**config.mk**
```make
export PLATFORM = sky130hd
export DESIGN_NAME = fifo_pkt_reader
export DESIGN_NICKNAME = d
export VERILOG_FILES = /design/src/rtl/switch_pkg.sv /design/src/rtl/pkt_out_buf.sv /design/src/rtl/fifo_pkt_reader.sv
export SDC_FILE = /design/constraint.sdc
export NUM_CORES = 1
export LEC_CHECK = 0
export CAP_MARGIN = 30
export CORE_ASPECT_RATIO = 0.9
export CORE_MARGIN = 1.5
export CORE_UTILIZATION = 55
export DETAILED_ROUTE_END_ITERATION = 12
export GPL_TIMING_DRIVEN = 0
export PLACE_DENSITY = 0.82
export SETUP_SLACK_MARGIN = 0.3
export SLEW_MARGIN = 20
export SYNTH_ARGS = -nofsm -noshare
export SYNTH_HDL_FRONTEND = slang
export SYNTH_HIERARCHICAL = 1
export SYNTH_SLANG_ARGS = --single-unit
export TNS_END_PERCENT = 50
```
**constraint.sdc**
```tcl
create_clock -name clk -period 3.5 [get_ports clk]
set_input_delay 0.7 -clock clk [delete_from_list [all_inputs] [get_ports clk]]
set_output_delay 0.7 -clock clk [all_outputs]
set_load 0.02 [all_outputs]
```
**src/rtl/switch_pkg.sv**
```systemverilog
// Shared definitions for the switch egress path: packet header layout and
// the framing state encoding used by the FIFO packet reader.
package switch_pkg;

    localparam int HDR_DA_IDX  = 0;
    localparam int HDR_SA_IDX  = 1;
    localparam int HDR_LEN_IDX = 2;
    localparam int HDR_BYTES   = 3;

    typedef enum logic [1:0] {
        S_DA,
        S_SA,
        S_LEN,
        S_PAY
    } frame_state_t;

endpackage

```
**src/rtl/pkt_out_buf.sv**
```systemverilog
// Two-entry skid buffer between the FIFO read-data register and the egress
// port; entry0 is always the head presented to the sink.
module pkt_out_buf #(
    parameter int W_WIDTH = 8
) (
    input  logic               clk,
    input  logic               rst_n,
    input  logic               push,
    input  logic [W_WIDTH-1:0] push_data,
    input  logic               pop,
    output logic [1:0]         occ,
    output logic [W_WIDTH-1:0] head_data
);

    logic [W_WIDTH-1:0] entry0;
    logic [W_WIDTH-1:0] entry1;

    // NOTE: sequential state uses non-blocking assignments so every register
    // samples pre-edge values regardless of process evaluation order.
    // NOTE: the entries are reset (not left as plain storage) because the
    // head drives port_data, which must read 0 while in reset.
    always_ff @(posedge clk or negedge rst_n) begin
        if (!rst_n) begin
            occ    <= 2'd0;
            entry0 <= '0;
            entry1 <= '0;
        end else begin
            case ({push, pop})
                2'b10: begin
                    if (occ == 2'd0) entry0 <= push_data;
                    else             entry1 <= push_data;
                    if (occ != 2'd2) occ <= occ + 2'd1;
                end
                2'b01: begin
                    entry0 <= entry1;
                    if (occ != 2'd0) occ <= occ - 2'd1;
                end
                2'b11: begin
                    // Occupancy is unchanged; the new byte lands behind the
                    // surviving entry, or becomes the head if none survives.
                    if (occ == 2'd1) begin
                        entry0 <= push_data;
                    end else begin
                        entry0 <= entry1;
                        entry1 <= push_data;
                    end
                end
                default: ;
            endcase
        end
    end

    assign head_data = entry0;

endmodule

```
**src/rtl/fifo_pkt_reader.sv**
```systemverilog
// Drains a switch-port FIFO: issues reads, absorbs the one-cycle read latency
// in a skid buffer, and frames DA/SA/LEN/payload packets on a valid/ready port.
module fifo_pkt_reader
    import switch_pkg::*;
#(
    parameter int W_WIDTH   = 8,
    parameter int CNT_WIDTH = 16
) (
    input  logic                 clk,
    input  logic                 rst_n,
    input  logic                 fifo_empty,
    output logic                 fifo_rd_en,
    input  logic [W_WIDTH-1:0]   fifo_data_out,
    input  logic                 port_ready,
    output logic                 port_valid,
    output logic [W_WIDTH-1:0]   port_data,
    output logic                 port_sop,
    output logic                 port_eop,
    output logic                 pkt_done,
    output logic [CNT_WIDTH-1:0] pkt_cnt
);

    logic [1:0]         occ;
    logic [W_WIDTH-1:0] head_data;
    logic               inflight;
    logic               pop;
    logic [2:0]         pending;
    logic               eop_beat;

    frame_state_t       state;
    frame_state_t       state_nxt;
    logic [7:0]         remaining;
    logic [7:0]         remaining_nxt;

    pkt_out_buf #(.W_WIDTH(W_WIDTH)) u_buf (
        .clk       (clk),
        .rst_n     (rst_n),
        .push      (inflight),
        .push_data (fifo_data_out),
        .pop       (pop),
        .occ       (occ),
        .head_data (head_data)
    );

    assign port_valid = (occ != 2'd0);
    assign port_data  = head_data;
    assign pop        = port_valid & port_ready;

    // Bytes buffered plus bytes in flight after this edge's pop; at most two
    // may be outstanding so a capture never meets a full buffer.
    assign pending    = {1'b0, occ} + {2'b00, inflight} - {2'b00, pop};

    // Gated by rst_n so no read is requested while held in reset.
    assign fifo_rd_en = rst_n & ~fifo_empty & (pending < 3'd2);

    // NOTE: every output of this block gets a default first, so no path can
    // leave a value unassigned and infer a latch.
    always_comb begin
        state_nxt     = state;
        remaining_nxt = remaining;
        port_sop      = 1'b0;
        eop_beat      = 1'b0;
        case (state)
            S_DA: begin
                port_sop = port_valid;
                if (pop) state_nxt = S_SA;
            end
            S_SA: begin
                if (pop) state_nxt = S_LEN;
            end
            S_LEN: begin
                eop_beat = (head_data == '0);
                if (pop) begin
                    remaining_nxt = head_data[7:0];
                    state_nxt     = eop_beat ? S_DA : S_PAY;
                end
            end
            S_PAY: begin
                eop_beat = (remaining == 8'd1);
                if (pop) begin
                    remaining_nxt = remaining - 8'd1;
                    if (eop_beat) state_nxt = S_DA;
                end
            end
            default: state_nxt = S_DA;
        endcase
    end

    assign port_eop = port_valid & eop_beat;

    always_ff @(posedge clk or negedge rst_n) begin
        if (!rst_n) begin
            state     <= S_DA;
            remaining <= 8'd0;
        end else begin
            state     <= state_nxt;
            remaining <= remaining_nxt;
        end
    end

    always_ff @(posedge clk or negedge rst_n) begin
        if (!rst_n) begin
            inflight <= 1'b0;
            pkt_done <= 1'b0;
            pkt_cnt  <= '0;
        end else begin
            inflight <= fifo_rd_en;
            pkt_done <= pop & port_eop;
            if (pop & port_eop) pkt_cnt <= pkt_cnt + 1'b1;
        end
    end

endmodule

```
# Yosys cells after proc, flatten, opt, wreduce, memory -nomap -nowiden
# Cells that the tools add are included.
[op_classes]
n_mul = 0
n_lt_le_gt_ge = 1
addsub = 6
eq_ne = 19
muxes = 21
shifts = 0
reduce_logical = 13
n_bitwise = 6
div_mod_pow = 0
[op_table]
columns = ["operator", "count"]
rows = [
  ["2-to-1 mux 8 bit", 6],
  ["one-hot mux 8 bit (2 select lines)", 2],
  ["one-hot mux 8 bit (3 select lines)", 1],
  ["!= test 2 bit (second input constant)", 9],
  ["adder 16 x 1 -> 16 bit (second input constant)", 1],
  ["2-to-1 mux 2 bit", 8],
  ["AND reduction 3 bit", 3],
  ["== test 2 bit (second input constant)", 4],
  ["== test 8 x 1 -> 1 bit (second input constant)", 1],
  ["zero test 8 bit", 1],
  ["one-hot mux 2 bit (4 select lines)", 1],
  ["nonzero test 2 bit", 4],
  ["subtractor 8 x 1 -> 8 bit (second input constant)", 1],
  ["== test 2 x 1 -> 1 bit (second input constant)", 3],
  ["bitwise AND 1 bit", 5],
  ["AND reduction 5 bit", 1],
  ["zero test 2 bit", 2],
  ["!= test 2 x 1 -> 1 bit (second input constant)", 2],
  ["one-hot mux 2 bit (2 select lines)", 1],
  ["adder 2 x 1 -> 3 bit", 1],
  ["< comparator 3 x 2 -> 1 bit (second input constant)", 1],
  ["nonzero test 3 bit", 1],
  ["subtractor 3 x 1 -> 3 bit", 1],
  ["adder 2 x 1 -> 2 bit (second input constant)", 1],
  ["5 further kinds", 5],
]
[word_totals]
out_inout_bits = 29
rom_bits = 0
ram_bits = 0
wordCells = 74
mem_count = 0
in_bits = 12
register_bits = 46
latch_bits = 0

# Depth between registers and ports, before layout
# Gate-level depths: netlist (run 1).
[depth]
ltp_word = 5
mapped_depth = 8
ltp_nobuf = 6

# Hierarchy
# The synthesis (run 1) kept the hierarchy.
[modules_own_cells]
columns = ["mod", "cells_per_inst", "seq_area_each_um2", "n_inst", "area_per_inst_um2"]
rows = [
  ["fifo_pkt_reader", 159, 700.7, 1, 1576.5],
  ["pkt_out_buf", 82, 450.4, 1, 868.3],
]

# Least setup slack after synthesis (run 1)
# No wires, ideal clock.
[synth_timing]
kind = "register -> output"
start = "register u_buf.occ[1]"
end = "output port fifo_rd_en"
slack_ns = 0.696
t_arrival_ns = 2.104
n_path_buf = 0
stages_incl_launch_ff = 7
cell_sequence = "dfrtp_1 -> or2_2 -> nand2_1 -> nor2_1 -> fa_1 -> xor2_1 -> nor3_1"
[synth_between]
elab_chain_cells = 5
word_cells_on_any_way = 6
cone_classes = "add/sub: 2; order compare: 1; bitwise: 2; reduce/logical: 1"
[synth_lines]
columns = ["element", "line_no", "text"]
rows = [
  ["from (decl)", "pkt_out_buf.sv:11", "output logic [1:0] occ,"],
  ["from (signal assigned)", "pkt_out_buf.sv:32", "if (occ != 2'd2) occ <= occ + 2'd1;"],
  ["from (signal assigned)", "pkt_out_buf.sv:36", "if (occ != 2'd0) occ <= occ - 2'd1;"],
  ["nonzero test 2 bit", "fifo_pkt_reader.sv:45", "assign port_valid = (occ != 2'd0);"],
  ["named net port_valid", "fifo_pkt_reader.sv:15", "output logic port_valid,"],
  ["bitwise AND 1 bit", "fifo_pkt_reader.sv:47", "assign pop = port_valid & port_ready;"],
  ["subtractor 3 x 1 -> 3 bit", "fifo_pkt_reader.sv:51", "assign pending = {1'b0, occ} + {2'b00, inflight} - {2'b00, pop};"],
  ["< comparator 3 x 2 -> 1 bit", "fifo_pkt_reader.sv:54", "assign fifo_rd_en = rst_n & ~fifo_empty & (pending < 3'd2);"],
  ["bitwise AND 1 bit", "fifo_pkt_reader.sv:54", ""],
  ["to (decl)", "fifo_pkt_reader.sv:12", "output logic fifo_rd_en,"],
]
# The timed path passes the listed nets, and every way through them passes these cells.

# Worst setup path in the final report (run 1)
[layout_timing]
start = "input port port_ready"
end = "output port fifo_rd_en"
[layout_between]
elab_chain_cells = 4
[layout_lines]
columns = ["element", "line_no", "text"]
rows = [
  ["from (decl)", "fifo_pkt_reader.sv:14", "input logic port_ready,"],
  ["bitwise AND 1 bit", "fifo_pkt_reader.sv:47", ""],
  ["subtractor 3 x 1 -> 3 bit", "fifo_pkt_reader.sv:51", ""],
  ["< comparator 3 x 2 -> 1 bit", "fifo_pkt_reader.sv:54", ""],
  ["bitwise AND 1 bit", "fifo_pkt_reader.sv:54", ""],
]
# Every way passes these cells.

==> results.py, run 1 <==
metrics = {
    "logic_synthesis": {
        "syn-num-nets": 260,
        "synthCells": 241,
        "synth_seq_cells": 46,
        "ys.flop_type": "dfrtp_1",
        "yosysTopAreaCellShare_pct": 47.1,
        "synth.area.top_cells": "dfrtp_1 (47%), xnor2_1 (5.7%), mux2_2 (4.1%)",
        "synth-seq-area-share_pct": 47.1,
        "synth_area_leader_cell": "dfrtp_1",
        "synth.avg_cell_area_um2": 10.1,
        "async_flop_share_pct": 100,
        "synth_cell_type_count": 43,
        "synth_edf_count": 0,
        "syn_area_um2": 2440,
        "yosysWarnings": 6,
    },
    "detailed_routing": {
        "drt-total-wl_um": 4980,
        "drc_errors": 0,
        "num_vias": 1979,
        "via_per_inst": 5.65,
        "drt_iter0_markers": 177,
        "dr.pass1.iters": 4,
        "wire_per_inst_um": 14.2,
        "drt.antenna.violating_nets": 0,
    },
    "clock_network": {
        "path_clk_slew_ps": 90,
        "htree_levels": 2,
        "cts_root_buf": "clkbuf_8",
        "cts_buffers": 5,
        "cts.sink_count": 46,
        "cts_tree": "done",
        "cts_setup_buffers": 0,
        "clkLatencyLatePin_ps": 290,
        "cts_max_path_buffers": 2,
    },
    "run": {
        "drv_cap": 0,
    },
    "critical_path": {
        "cpMaxStageDelayCell": "clkdlybuf4s50_1",
        "cpPeakStageDelay_ps": 540,
        "cp_data_arrival_time_ps": 2400,
        "rr_worst_depth": 6,
        "critPathMaxFanout": 4,
        "required_ps": 2800,
        "path_common_cell": "xor2_1",
        "r2r-end": "pkt_cnt[15]",
        "crit_type": "input pin to output port",
        "startpoint_type": "input pin",
        "cp-end-kind": "output port",
        "timing.rr.start": "remaining[4]",
        "crit_chain": "clkdlybuf4s50_1 > xor2_1 > nand2_1 > fa_1 > xor2_1 > nor3_2 > buf_2",
        "rrSetupSlack_ps": 1380,
    },
    "final_layout": {
        "syn2layout_area_growth_pct": 24.5,
        "diodes": 0,
        "multi_input_area_um2": 1180,
        "final_cell_mix": "dfrtp_1 (46), clkdlybuf4s50_1 (37), nand2_1 (23)",
        "regArea_um2": 1150,
        "design_area_um2": 3040,
        "utilization_pct": 72.8,
        "drive_gt1_share_pct": 12.1,
        "nets": 308,
        "fillers": 321,
        "layout_commonest_cell": "dfrtp_1",
    },
    "sta": {
        "report.final.hold_viol_count": 0,
        "grt_setup_unrepaired": "no",
        "fin_tns_setup_ps": 0,
        "min_period_ps": 3100,
        "setup_violations": 0,
        "tightestPinTransition_ps": 606,
        "fmax_mhz": 323,
        "drv_slew": 0,
        "fin_crit_sh_pct": 88.5,
        "slew_headroom_pct": 59.2,
        "skew_ps": 9.02,
    },
    "floorplan": {
        "core_area_um2": 4180,
        "die_y_um": 66.3,
        "pin_count": 41,
        "die_w_um": 73.3,
        "start_util_pct": 58.4,
        "die_area_um2": 4850,
        "rows": 22,
    },
    "power_and_ir_drop": {
        "p_leak_nw": 1.29,
        "ir_worst_vdd_v": 0.000434,
        "power.density_nw_per_um2": 726,
    },
    "global_routing": {
        "grt.total_usage_pct": 22.5,
        "grt_max_degree": 31,
        "grt_pass1_wl_um": 8320,
        "grt_antenna_before_repair": 0,
        "grt_overflow": 0,
        "grt_pass1_vias": 1754,
    },
    "hold_path": {
        "hold_class": "input pin to asynchronous set/reset pin",
    },
    "place": {
        "gp_congestion": 0.818,
        "dpl_cell_area_um2": 2940,
        "hpwlAfterDp_um": 3690,
        "port_buffers": 40,
    },
    "status": {
        "status": "finished, final reports clean",
    },
}
## worst max-delay path by stage
stage                  from         end
6_report         port_ready  fifo_rd_en
4_1_cts          port_ready  fifo_rd_en
3_3_place_gp          rst_n  fifo_rd_en
2_1_floorplan  u_buf/occ[1]  fifo_rd_en
5_1_grt          port_ready  fifo_rd_en
3_5_place_dp     port_ready  fifo_rd_en
## flip-flops by register name (all words and copies together), names as in the netlist
| signal | cells |
|---|---|
| pkt_done | 1 |
| u_buf/entry1 | 8 |
| state | 2 |
| pkt_cnt | 16 |
| inflight | 1 |
| u_buf/occ | 2 |
| u_buf/head_data | 8 |
| remaining | 8 |
## Yosys cell counts, drive strengths merged, types with 7 or more instances
cell type	count
o21ai	12
buf	7
a21oi	9
dfrtp	46
nand2	24
o211ai	8
mux2	9
a31oi	8
inv	12
o2111ai	8
o22ai	7
xnor2	16
nor2	13
## routing by layer
metal  global-route usage [%]  routed length [µm]
met1                     32.3                2360
met2                     33.0                2250
met3                     5.95                 345
met4                     7.55                  31
met5                        0                   0
## cells by family after synthesis
| logic type | synth area share [%] |
|---|---|
| simple gates | 16.2 |
| fa+ha+maj | 3.89 |
| xor+xnor | 6.45 |
| flops | 47.1 |
| buf+inv | 4.66 |
| mux | 5.37 |
| compound gates | 16.3 |
## cell type report
class,count,share of cell area (%)
Buffer,12,2.26
Clock buffer,6,2.38
Clock inverter,2,1.23
Inverter,12,1.48
Multi-Input combinational cell,171,38.9
Sequential cell,46,37.8
Tap cell,60,2.47
Timing Repair Buffer,41,13.4
## stage by stage
stage	hold WS, ps	setup WS (ps)	cells	total power, W
after floorplan	404	696	241	0.00151
after global placement	466	-894	341	0.00180
after detailed placement	466	-99.3	342	0.00183
after CTS	338	187	350	0.00221
after global routing	351	304	350	0.00237
final	327	404	350	0.00221
## power breakdown
part | switching [W] | leakage, nW | internal, W
logic | 0.000498 | 0.656 | 0.000436
clock network | 0.000174 | 0.0514 | 0.000213
registers | 0.000190 | 0.580 | 0.000700
total | 0.000862 | 1.29 | 0.00135
## worst max-delay path, delay by kind of cell
kind | cells | cell delay [ps]
buffers and inverters | 2 | 730
adders and majority gates | 1 | 380
xor gates and xnor gates | 2 | 310
and+or+nand+nor | 2 | 270
## repair_timing
| item | 4_1_cts | 5_1_grt |
|---|---|---|
| gates resized for setup | 2 | 5 |
| hold buffers | 0 | 0 |
| setup endpoints to repair | 2 | 1 |
Power figures use the tool's default switching activity.
==> inputs of run 2 (changes only) <==
Settings changed: CTS_BUF_LIST set to sky130_fd_sc_hd__clkbuf_8.
==> run 2 against run 1 <==
Wire length down 0.24%. Sequential power about the same. Global-route usage is the same. Critical path depth is the same. Power decreased by 0.15%. First-iteration DRC count down 0.56%. Largest cell class unchanged. Clock skew is 0.59 ps higher. Clock power hardly changed. Utilization is the same. Final cell count is the same. Worst hold slack is essentially flat.
==> results.py, run 2 (synthesis gave the netlist of run 1 again) <==
metrics = {
    "status": {
        "status": "finished, final reports clean",
    },
    "sta": {
        "tightestPinTransition_ps": 606,
        "skew_ps": 9.61,
        "grt_setup_unrepaired": "no",
        "slew_headroom_pct": 59.2,
        "min_period_ps": 3100,
        "drv_slew": 0,
        "hold_ws_ps": 327,
        "fmax_mhz": 323,
        "setup_violations": 0,
        "report.final.hold_viol_count": 0,
        "fin_crit_sh_pct": 88.5,
        "fin_tns_setup_ps": 0,
    },
    "final_layout": {
        "nets": 308,
        "final_cell_mix": "dfrtp_1 (46), clkdlybuf4s50_1 (37), nand2_1 (23)",
        "largest_reg_flops": 16,
        "diodes": 0,
        "regMostFlops": "pkt_cnt",
        "drive_gt1_share_pct": 12.1,
        "syn2layout_area_growth_pct": 24.5,
        "layout_commonest_cell": "dfrtp_1",
    },
    "detailed_routing": {
        "drt_iter0_markers": 176,
        "wl_met2_um": 2230,
        "drt-total-wl_um": 4970,
        "drc_errors": 0,
        "top_layer_used": "met4",
        "num_vias": 1988,
        "wl_met1_um": 2330,
        "dr.pass1.iters": 4,
        "wire_per_inst_um": 14.2,
        "via_per_inst": 5.68,
        "wl_met3_um": 373,
        "drt.antenna.violating_nets": 0,
    },
    "critical_path": {
        "critPathMaxFanout": 4,
        "cp_data_arrival_time_ps": 2400,
        "crit_type": "input pin to output port",
        "required_ps": 2800,
        "startpoint_type": "input pin",
        "cp-end-kind": "output port",
        "rr_worst_depth": 6,
    },
    "hold_path": {
        "hold_class": "input pin to asynchronous set/reset pin",
    },
    "floorplan": {
        "die_y_um": 66.3,
        "rows": 22,
        "die_area_um2": 4850,
        "core_area_um2": 4180,
        "start_util_pct": 58.4,
        "die_w_um": 73.3,
        "pin_count": 41,
    },
    "global_routing": {
        "grt_overflow": 0,
        "grt_max_degree": 31,
        "grt_pass1_wl_um": 8320,
        "grt_antenna_before_repair": 0,
        "grt_pass1_vias": 1754,
        "grt.total_usage_pct": 22.5,
    },
    "run": {
        "drv_cap": 0,
    },
    "power_and_ir_drop": {
        "ir_worst_vdd_v": 0.000434,
        "power.density_nw_per_um2": 725,
        "p_leak_nw": 1.29,
    },
    "clock_network": {
        "cts_setup_buffers": 0,
        "path_clk_slew_ps": 90,
        "hold_buffers": 0,
        "cts.sink_count": 46,
        "cts_buffers": 5,
        "htree_levels": 2,
        "clkLatencyLatePin_ps": 290,
        "cts_max_path_buffers": 2,
        "cts_root_buf": "clkbuf_8",
        "cts_tree": "done",
    },
    "place": {
        "gp_congestion": 0.818,
        "hpwlAfterDp_um": 3690,
        "port_buffers": 40,
    },
}
## run 2: final cells by class
type | instances | area [µm²]
Multi-Input combinational cell | 171 | 1180
Sequential cell | 46 | 1150
Fill cell | 321 | 1140
Timing Repair Buffer | 41 | 409
Tap cell | 60 | 75.1
Clock buffer | 5 | 68.8
Buffer | 12 | 68.8
Inverter | 12 | 45.0
Clock inverter | 3 | 41.3
## run 2: metal layers
metal  track usage [%]  vias to the layer above
li1                  -                      966
met5                 0                        -
met1              32.3                      947
met4              7.55                        0
met3              5.95                        2
met2              33.0                       73
## run 2: repair_timing
item / CTS / global route
setup endpoints to repair: 2 / 1
pin swaps: 0 / 0
cloned: 0 / 0
resized for setup: 2 / 5
## run 2: critical path: stages
cell             delay [ps]
clkdlybuf4s50_1         540
xor2_1                  150
nand2_1                  80
fa_1                    380
xor2_1                  160
nor3_2                  190
buf_2                   190
## run 2: path summary, 6_finish.rpt
path                              start                 end  slack (ps)
min                               rst_n        remaining[2]         330
min reg2reg                 pkt_cnt[15]         pkt_cnt[15]         480
max reg2reg                remaining[4]         pkt_cnt[15]        1390
min in group clk            pkt_cnt[15]         pkt_cnt[15]         480
max                          port_ready          fifo_rd_en         400
max in group asynchronous         rst_n  u_buf/head_data[6]        2680
## run 2: metrics by stage
stage	power [W]	area [µm²]	instances	worst slack (ps)	util (%)
3_3_place_gp	0.00180	2920	341	-894	69.8
5_1_grt	0.00237	3040	350	304	72.8
2_1_floorplan	0.00151	2440	241	696	-
4_1_cts	0.00221	3040	350	187	72.7
3_5_place_dp	0.00183	2940	342	-99.3	70.2
6_report	0.00221	3040	350	404	72.8
## run 2: where the power goes
group | switching [W] | total [W] | internal (W)
logic | 0.000498 | 0.000934 | 0.000436
registers | 0.000189 | 0.000890 | 0.000700
clock network | 0.000174 | 0.000384 | 0.000210
